File: src/rtl/x_200_mod_241_loader.sv
// Operand sequencer for the 200-bit mod-241 reducer.
// Collects an LSB-first byte stream into the reducer's X input. Samples the
// reducer's combinational residue one cycle after the operand is complete.
// Returns it on a valid/ready result port together with a framing-error flag.

// One operand byte slot. A write takes priority over a clear, so slot 0 can
// take the first beat in the same cycle that every other slot is being zeroed.
module x_200_mod_241_loader_slot #(
  parameter int BYTE_W = 8
) (
  input  logic              clk,
  input  logic              rst_n,
  input  logic              i_wr,
  input  logic              i_clr,
  input  logic [BYTE_W-1:0] i_data,
  output logic [BYTE_W-1:0] o_q
);
  logic [BYTE_W-1:0] r_q;

  // slot storage: load on write, zero on clear, otherwise hold
  always_ff @(posedge clk) begin
    if (!rst_n)     r_q <= '0;
    else if (i_wr)  r_q <= i_data;
    else if (i_clr) r_q <= '0;
  end

  assign o_q = r_q;
endmodule

module x_200_mod_241_loader #(
  parameter int BYTE_W    = 8,
  parameter int NUM_BYTES = 25,
  parameter int R_W       = 8
) (
  input  logic                        clk,
  input  logic                        rst_n,
  input  logic [BYTE_W-1:0]           in_data,
  input  logic                        in_valid,
  input  logic                        in_last,
  output logic                        in_ready,
  output logic [BYTE_W*NUM_BYTES-1:0] x_out,
  input  logic [R_W-1:0]              r_in,
  output logic [R_W-1:0]              res_data,
  output logic                        res_err,
  output logic                        res_valid,
  input  logic                        res_ready
);
  localparam int CNT_W = $clog2(NUM_BYTES);

  typedef enum logic [1:0] {S_LOAD, S_CALC, S_HOLD} state_t;

  state_t            r_state;
  logic [CNT_W-1:0]  r_cnt;
  logic              r_in_ready;
  logic              r_err_pend;
  logic [R_W-1:0]    r_res_data;
  logic              r_res_err;
  logic              r_res_valid;

  logic              w_acc;
  logic              w_first;
  logic              w_full;
  logic              w_done;
  logic [NUM_BYTES-1:0][BYTE_W-1:0] w_slot;

  // in_ready is only ever high in LOAD, so acceptance implies LOAD
  assign w_acc   = in_valid & r_in_ready;
  assign w_first = w_acc & (r_cnt == '0);
  assign w_full  = (r_cnt == CNT_W'(NUM_BYTES-1));
  assign w_done  = w_acc & (in_last | w_full);

  // Byte slots. The first beat of an operand zeroes every other slot, so short
  // operands are zero-extended. The previous operand stays visible on x_out
  // until that first beat.
  for (genvar g = 0; g < NUM_BYTES; g++) begin : g_slot
    logic w_wr;
    logic w_clr;
    assign w_wr = w_acc & (r_cnt == CNT_W'(g));
    if (g == 0) begin : g_lsb
      assign w_clr = 1'b0;
    end else begin : g_upper
      assign w_clr = w_first;
    end
    x_200_mod_241_loader_slot #(.BYTE_W(BYTE_W)) u_slot (
      .clk    (clk),
      .rst_n  (rst_n),
      .i_wr   (w_wr),
      .i_clr  (w_clr),
      .i_data (in_data),
      .o_q    (w_slot[g])
    );
  end

  assign x_out = w_slot;

  // Control FSM: LOAD collects beats, CALC samples the reducer, HOLD waits for
  // the result handshake.
  always_ff @(posedge clk) begin
    if (!rst_n) begin
      r_state     <= S_LOAD;
      r_cnt       <= '0;
      r_in_ready  <= 1'b1;
      r_err_pend  <= 1'b0;
      r_res_data  <= '0;
      r_res_err   <= 1'b0;
      r_res_valid <= 1'b0;
    end else begin
      case (r_state)
        S_LOAD: begin
          if (w_acc) begin
            if (w_done) begin
              // cnt is left in place here and cleared on the handshake, so it
              // never passes NUM_BYTES-1
              r_state    <= S_CALC;
              r_in_ready <= 1'b0;
              r_err_pend <= w_full & ~in_last;
            end else begin
              r_cnt <= r_cnt + CNT_W'(1);
            end
          end
        end
        S_CALC: begin
          // x_out has been stable for a full cycle, so r_in has settled
          r_res_data  <= r_in;
          r_res_err   <= r_err_pend;
          r_res_valid <= 1'b1;
          r_state     <= S_HOLD;
        end
        S_HOLD: begin
          if (res_ready) begin
            r_res_valid <= 1'b0;
            r_cnt       <= '0;
            r_in_ready  <= 1'b1;
            r_state     <= S_LOAD;
          end
        end
        default: begin
          r_state    <= S_LOAD;
          r_in_ready <= 1'b1;
        end
      endcase
    end
  end

  assign in_ready  = r_in_ready;
  assign res_data  = r_res_data;
  assign res_err   = r_res_err;
  assign res_valid = r_res_valid;
endmodule

File: config.mk
export PLATFORM = sky130hd
export DESIGN_NAME = x_200_mod_241_loader
export DESIGN_NICKNAME = d
export VERILOG_FILES = /design/src/rtl/x_200_mod_241_loader.sv
export SDC_FILE = /design/constraint.sdc
export NUM_CORES = 1
export LEC_CHECK = 0
export CAP_MARGIN = 20
export CORE_AREA = 2 2 144 118
export DETAILED_ROUTE_END_ITERATION = 8
export DIE_AREA = 0 0 146 120
export GPL_TIMING_DRIVEN = 1
export PLACE_DENSITY = 0.83
export REMOVE_ABC_BUFFERS = 1
export SYNTH_ARGS = -nofsm -noshare
export SYNTH_HDL_FRONTEND = slang
export SYNTH_SLANG_ARGS = --single-unit
File: constraint.sdc
create_clock -name clk -period 5.45 [get_ports clk]
set_clock_uncertainty 0.2 [all_clocks]
set_input_delay 0.545 -clock clk [delete_from_list [all_inputs] [get_ports clk]]
set_output_delay 0.545 -clock clk [all_outputs]
set_load 0.005 [all_outputs]
==> results of run 1 <==
[layout make-up]
cell class / instances / area (µm²) / area share
timing repair buffer: 234 / 2380 / 0.216
clock buffer: 29 / 586 / 0.0532
multi-input combinational: 577 / 3290 / 0.299
clock inverter: 5 / 56.3 / 0.00511
sequential: 219 / 4380 / 0.398
tap: 220 / 275 / 0.0250
inverter: 11 / 41.3 / 0.00375
[layer usage]
layer | global-route usage | up-vias
li1 | - | 3462
met1 | 0.360 | 3467
met3 | 0.0814 | 22
met4 | 0.0504 | 0
met2 | 0.412 | 326
met5 | 0 | -
[flip-flops by register name, indices dropped and copies added (netlist names)]
register / flops
g_slot.u_slot.o_q: 200
in_ready: 1
r_cnt: 5
r_err_pend: 1
r_state: 2
res_data: 8
res_err: 1
res_valid: 1
[kinds of logic after synthesis]
logic type,count (synthesis),share of synthesized area
adders and majority gates,5,0.00781
AOI/OAI and AO/OA,227,0.191
DFF,219,0.547
and+or+nand+nor,343,0.209
muxes,2,0.00250
buffers and inverters,76,0.0420
[placed cells by master, fill, tap and decap left out, types with 8 or more instances in the layout]
master / n
clkbuf_16: 21
o22ai_1: 152
a21boi_0: 48
inv_1: 11
nand3_1: 40
nand2_1: 242
clkdlybuf4s50_1: 230
a32o_1: 8
dfxtp_1: 219
nand2_4: 14
[worst max-delay path, cell delays in order, from the launching register on]
cell,delay [ps]
dfxtp_1,420
inv_1,90
ha_1,330
nand2b_1,250
or4_4,860
nand2_1,410
o22ai_1,260
[Yosys cell counts, drive strengths merged]
master   instances
nand2          261
dfxtp          219
o22ai          152
a21boi          50
clkbuf          45
nand3           44
buf             20
inv             11
a32o             8
nor2             6
nor2b            6
a21oi            5
and3             5
ha               5
o21ai            5
and2             4
and4b            3
nand2b           3
a21o             2
mux2i            2
nand3b           2
nor3             2
a311oi           1
a41oi            1
and4bb           1
nand4b           1
nand4bb          1
nor4             1
o211a            1
o21bai           1
o22a             1
or2              1
or3              1
or4              1
[how the worst max path moves through the flow]
stage,cells past startpoint,to,slack (ps)
final,6,g_slot[5].u_slot.o_q[7]$_SDFFE_PN0P_,2480
after global routing,6,g_slot[5].u_slot.o_q[0]$_SDFFE_PN0P_,2300
after CTS,6,g_slot[5].u_slot.o_q[7]$_SDFFE_PN0P_,2520
after detailed placement,5,g_slot[5].u_slot.o_q[7]$_SDFFE_PN0P_,2250
after global placement,5,g_slot[5].u_slot.o_q[7]$_SDFFE_PN0P_,2300
after floorplan,6,g_slot[5].u_slot.o_q[7]$_SDFFE_PN0P_,3010
[through the flow]
stage	power (mW)	worst slack, ps	utilization	cells	hold WS [ps]
after floorplan	1.78	3010	-	807	252
after global placement	1.89	2300	0.637	1259	240
after detailed placement	1.89	2250	0.637	1259	247
after CTS	3.26	2520	0.677	1293	255
after global routing	3.34	2300	0.680	1295	262
final	3.24	2480	0.680	1295	254
[power breakdown]
group          internal, mW  switching [mW]  leakage, nW
logic                0.0767           0.161         1.64
registers              1.61         0.00862         1.77
clock network         0.796           0.588        0.313
total                  2.48           0.758         3.72
==> results.yml, run 1 <==
run:
  cap_viol_max_count: 0
cells_and_area:
  layout.cell_area.non_filler_um2: 11000
  n_antenna_cell: 0
  layout.nets: 1090
  drive_above_1_share: 0.0577
  area_delta_synth_final_pct: 37.4
  fill_cells: 1290
logic_synthesis:
  syn_inst: 872
  synth.distinct_cells: 44
  syn_area_per_cell_um2: 9.19
  synth.cell_area_um2: 8010
  yosys_warnings: 0
  synth_sequential_area_ratio: 0.547
  yosys_register_bits: 219
  synth_largest_area_cell: "dfxtp_1"
  yosys-top-cells-area: "dfxtp_1 (55%), o22ai_1 (12%), nand2_1 (11%)"
  synth_top_area_frac: 0.547
global_route:
  grt_pass1_wl_mm: 37.0
  grt_overflow_total: 0
  globalRouteTotalUtil: 0.262
  grt_max_degree: 124
  via_count_of_the_first_global_routing_pass: 6615
  antenna_found_initial: 0
timing:
  hold_violations: 0
  tns_ps: 0
  setup_violation_total_in_the_final_timing_report: 0
  final.min_clock_period_ps: 2970
  rsz0062_at_grt: "no"
  fmax_mhz: 337
  worst_slew_margin_rel: 0.251
  final.period_utilization: 0.545
  drv_slew: 0
  worst_pin_slew_ps: 1120
setup_path:
  critical_path_required_ps: 5640
  ff2ff_path_depth: 6
  start_kind: "flip-flop"
  worst-path-max-fanout: 51
  arrival_worst_endpoint_ps: 3160
  end_kind: "flip-flop"
  critical_path.startpoint: "r_cnt[0]$_SDFFE_PN0P_"
  critical_path_class: "reg2reg"
  reg2reg_to: "g_slot[5].u_slot.o_q[7]$_SDFFE_PN0P_"
  r2r_slack_ps: 2480
  worst_r2r_startpoint: "r_cnt[0]$_SDFFE_PN0P_"
clock_tree:
  clock_sinks: 219
  clock_tree.root_cell: "clkbuf_16"
  postCtsSetupBuffers: 0
  cts_inserted_buffers: 21
  cts-hold-fix-buffers: 0
  post_cts.resized_instances: 0
  insertion_delay_ps: 490
  htree_levels: 1
  cts.clk_slew.worst_paths_ps: 60
  clk_path_buf_depth: 3
  cts_tree: "yes"
routing:
  routed_wire_length_per_instance_um: 18.7
  post_drt_via_cell_ratio: 5.62
  dr.first_iter.drc_count: 576
  met3_wirelength_mm: 2.62
  postRouteAntennaNets: 0
  routed_wl_mm: 24.2
  drt-met1-wl_mm: 10.2
  vias: 7277
  route.met2.wl_mm: 11.0
  route.top_layer_used: "met4"
  drc: 0
  drt_pass1_iterations: 5
placement:
  io_buffer_count: 231
  place_congestion: 0.788
  postPlaceCellArea_um2: 10300
  post_detail_place_hpwl_mm: 15.4
floorplan:
  std_cell_rows: 42
  fp.dieH_um: 120
  floorplan.initialDensity: 0.495
  fp.coreArea_um2: 16200
  design.portCount: 232
  die-width_um: 146
  die_area_um2: 17500
power_and_ir_drop:
  static-leakage-power_nw: 3.72
  power-per-cell-area_nw_per_um2: 294
  vdd.ir_drop.worst_mv: 0.189
status:
  result_of_the_run: "completed"
hold_path:
  timing.hold.worst_path_depth: 2
  min-delay-path-class: "reg2reg"
  holdPathEnd: "g_slot[22].u_slot.o_q[4]$_SDFFE_PN0P_"
  min_from: "g_slot[22].u_slot.o_q[4]$_SDFFE_PN0P_"
(Power assumes the default switching activity.)
==> inputs of run 2 (changes only) <==
Settings changed: CORE_AREA 2 2 144 118 to 2 2 156 128, DIE_AREA 0 0 146 120 to 0 0 158 130, PLACE_DENSITY 0.83 to 0.75.
Clock period 5.45 ns to 2.5 ns, I/O delays scaled along.
==> run 2 against run 1 <==
Non-clock buffer count grew 37. Routed wire length grew 2.8%. Sequential cell count is the same. Highest routed layer unchanged. Die area grew 17%. Setup slack lost 2300 ps. Via count grew 1.3%. Clock-buffer cell count grew 2. Global-route usage shrank 3.0 points. Sequential share of layout area shrank 1.7 points.
==> results.yml, run 2 (synthesis gave the netlist of run 1 again) <==
timing:
  fmax_mhz: 431
  drv_slew: 0
  worst_pin_slew_ps: 728
  finalHoldWorstSlack_ps: 115
  hold_violations: 0
  final.period_utilization: 0.927
  setup_violation_total_in_the_final_timing_report: 0
  rsz0062_at_grt: "no"
  final.min_clock_period_ps: 2320
  worst_slew_margin_rel: 0.513
  tns_ps: 0
clock_tree:
  clk_path_buf_depth: 3
  cts_tree: "yes"
  cts.clk_slew.worst_paths_ps: 70
  insertion_delay_ps: 500
  cts-hold-fix-buffers: 1
  clock_tree.root_cell: "clkbuf_16"
  cts_inserted_buffers: 22
  htree_levels: 1
  post_cts.resized_instances: 0
  postCtsSetupBuffers: 0
  clock_sinks: 219
cells_and_area:
  fill_cells: 1683
  layout.nets: 1128
  most-common-layout-cells: "nand2_1 (242), clkdlybuf4s50_1 (230), dfxtp_1 (219)"
  area_delta_synth_final_pct: 43.6
  max_reg_flops: 200
  n_antenna_cell: 0
  layout.cells.most_common: "nand2_1"
  drive_above_1_share: 0.0957
global_route:
  antenna_found_initial: 0
  grt_overflow_total: 0
  via_count_of_the_first_global_routing_pass: 6698
  globalRouteTotalUtil: 0.232
  grt_pass1_wl_mm: 37.5
  grt_max_degree: 110
routing:
  routed_wl_mm: 24.8
  drt_pass1_iterations: 5
  postRouteAntennaNets: 0
  post_drt_via_cell_ratio: 5.34
  drc: 0
  routed_wire_length_per_instance_um: 18.0
  vias: 7375
  dr.first_iter.drc_count: 422
setup_path:
  end_kind: "flip-flop"
  worst-path-max-fanout: 46
  longest_individual_stage_delay_on_the_worst_path_ps: 480
  max_stage_delay_cell_worst_path: "or4_4"
  start_kind: "flip-flop"
  critical_path_class: "reg2reg"
  reg2reg_to: "g_slot[5].u_slot.o_q[4]$_SDFFE_PN0P_"
  r2r_slack_ps: 180
  arrival_worst_endpoint_ps: 2480
  worst_r2r_startpoint: "r_cnt[0]$_SDFFE_PN0P_"
  ff2ff_path_depth: 7
  critical_path_required_ps: 2660
  path_cells: "inv_1 -> ha_1 -> nand2b_1 -> or4_4 -> buf_12 -> nand2_1 -> o22ai_1"
floorplan:
  fp.dieH_um: 130
  fp.coreArea_um2: 19200
  die-width_um: 158
  floorplan.initialDensity: 0.417
  die_area_um2: 20500
  design.portCount: 232
  std_cell_rows: 46
run:
  cap_viol_max_count: 0
power_and_ir_drop:
  vdd.ir_drop.worst_mv: 0.356
  report.power.total_mw: 7.62
  static-leakage-power_nw: 3.98
  power-per-cell-area_nw_per_um2: 663
hold_path:
  min-delay-path-class: "in2reg"
  min_from: "r_in[1]"
  timing.hold.worst_path_depth: 3
  holdPathEnd: "res_data[1]$_SDFFE_PN0P_"
placement:
  io_buffer_count: 231
  post_detail_place_hpwl_mm: 16.5
  place_congestion: 0.791
status:
  result_of_the_run: "completed"
[run 2: changes by cell type in the layout (fill, tap and decap cells not counted), sizes merged]
cell and change:
dlygate4sd3 +1, clkinv +4, bufinv +2, inv -1
clkinvlp -1, buf +36, clkbuf +2
[run 2: worst max-delay path by stage]
| stage | from | endpoint |
|---|---|---|
| 2_1_floorplan | r_cnt[0]$_SDFFE_PN0P_ | g_slot[5].u_slot.o_q[7]$_SDFFE_PN0P_ |
| 3_3_place_gp | in_valid | g_slot[5].u_slot.o_q[7]$_SDFFE_PN0P_ |
| 3_5_place_dp | in_valid | g_slot[5].u_slot.o_q[4]$_SDFFE_PN0P_ |
| 4_1_cts | r_cnt[0]$_SDFFE_PN0P_ | g_slot[5].u_slot.o_q[4]$_SDFFE_PN0P_ |
| 5_1_grt | r_cnt[0]$_SDFFE_PN0P_ | g_slot[5].u_slot.o_q[4]$_SDFFE_PN0P_ |
| 6_report | r_cnt[0]$_SDFFE_PN0P_ | g_slot[5].u_slot.o_q[4]$_SDFFE_PN0P_ |
[run 2: area by class of cell]
type | instances | area [µm²] | share of cell area
flip-flops and latches | 219 | 4380 | 0.381
multi-input cells | 577 | 3290 | 0.286
repair buffers | 271 | 2670 | 0.232
clock inverters | 9 | 124 | 0.0108
well taps | 264 | 330 | 0.0287
clock buffers | 31 | 666 | 0.0579
inverters | 11 | 41.3 | 0.00359
[run 2: power breakdown]
part	total (mW)	switching (mW)	internal [mW]
clock network	3.53	1.36	2.17
logic	0.564	0.365	0.198
registers	3.53	0.0193	3.51
total	7.62	1.74	5.88
[run 2: worst max-delay path, delay by kind of cell (launching register included)]
family / cells / cell delay [ps]
AO/OA/AOI/OAI: 1 / 140
adder cells (fa/ha/maj): 1 / 190
buffers and inverters: 2 / 320
flip-flops: 1 / 370
AND/OR/NAND/NOR: 3 / 920
[run 2: layer usage]
metal  vias to the layer above  GRT usage  share of wire
li1                       3546          -              -
met3                        25     0.0575          0.082
met4                         0     0.0525          0.016
met1                      3532      0.333           0.45
met2                       272      0.353           0.45
met5                         -          0              0
[run 2: stage by stage]
stage / utilization / cells / setup slack (ps) / area [µm²]
finish: 0.598 / 1382 / 181 / 11500
global route: 0.598 / 1382 / 108 / 11500
CTS: 0.598 / 1382 / 220 / 11500
detailed placement: 0.557 / 1341 / 39.0 / 10700
global placement: 0.557 / 1341 / 104 / 10700
floorplan: - / 807 / 55.7 / 7720
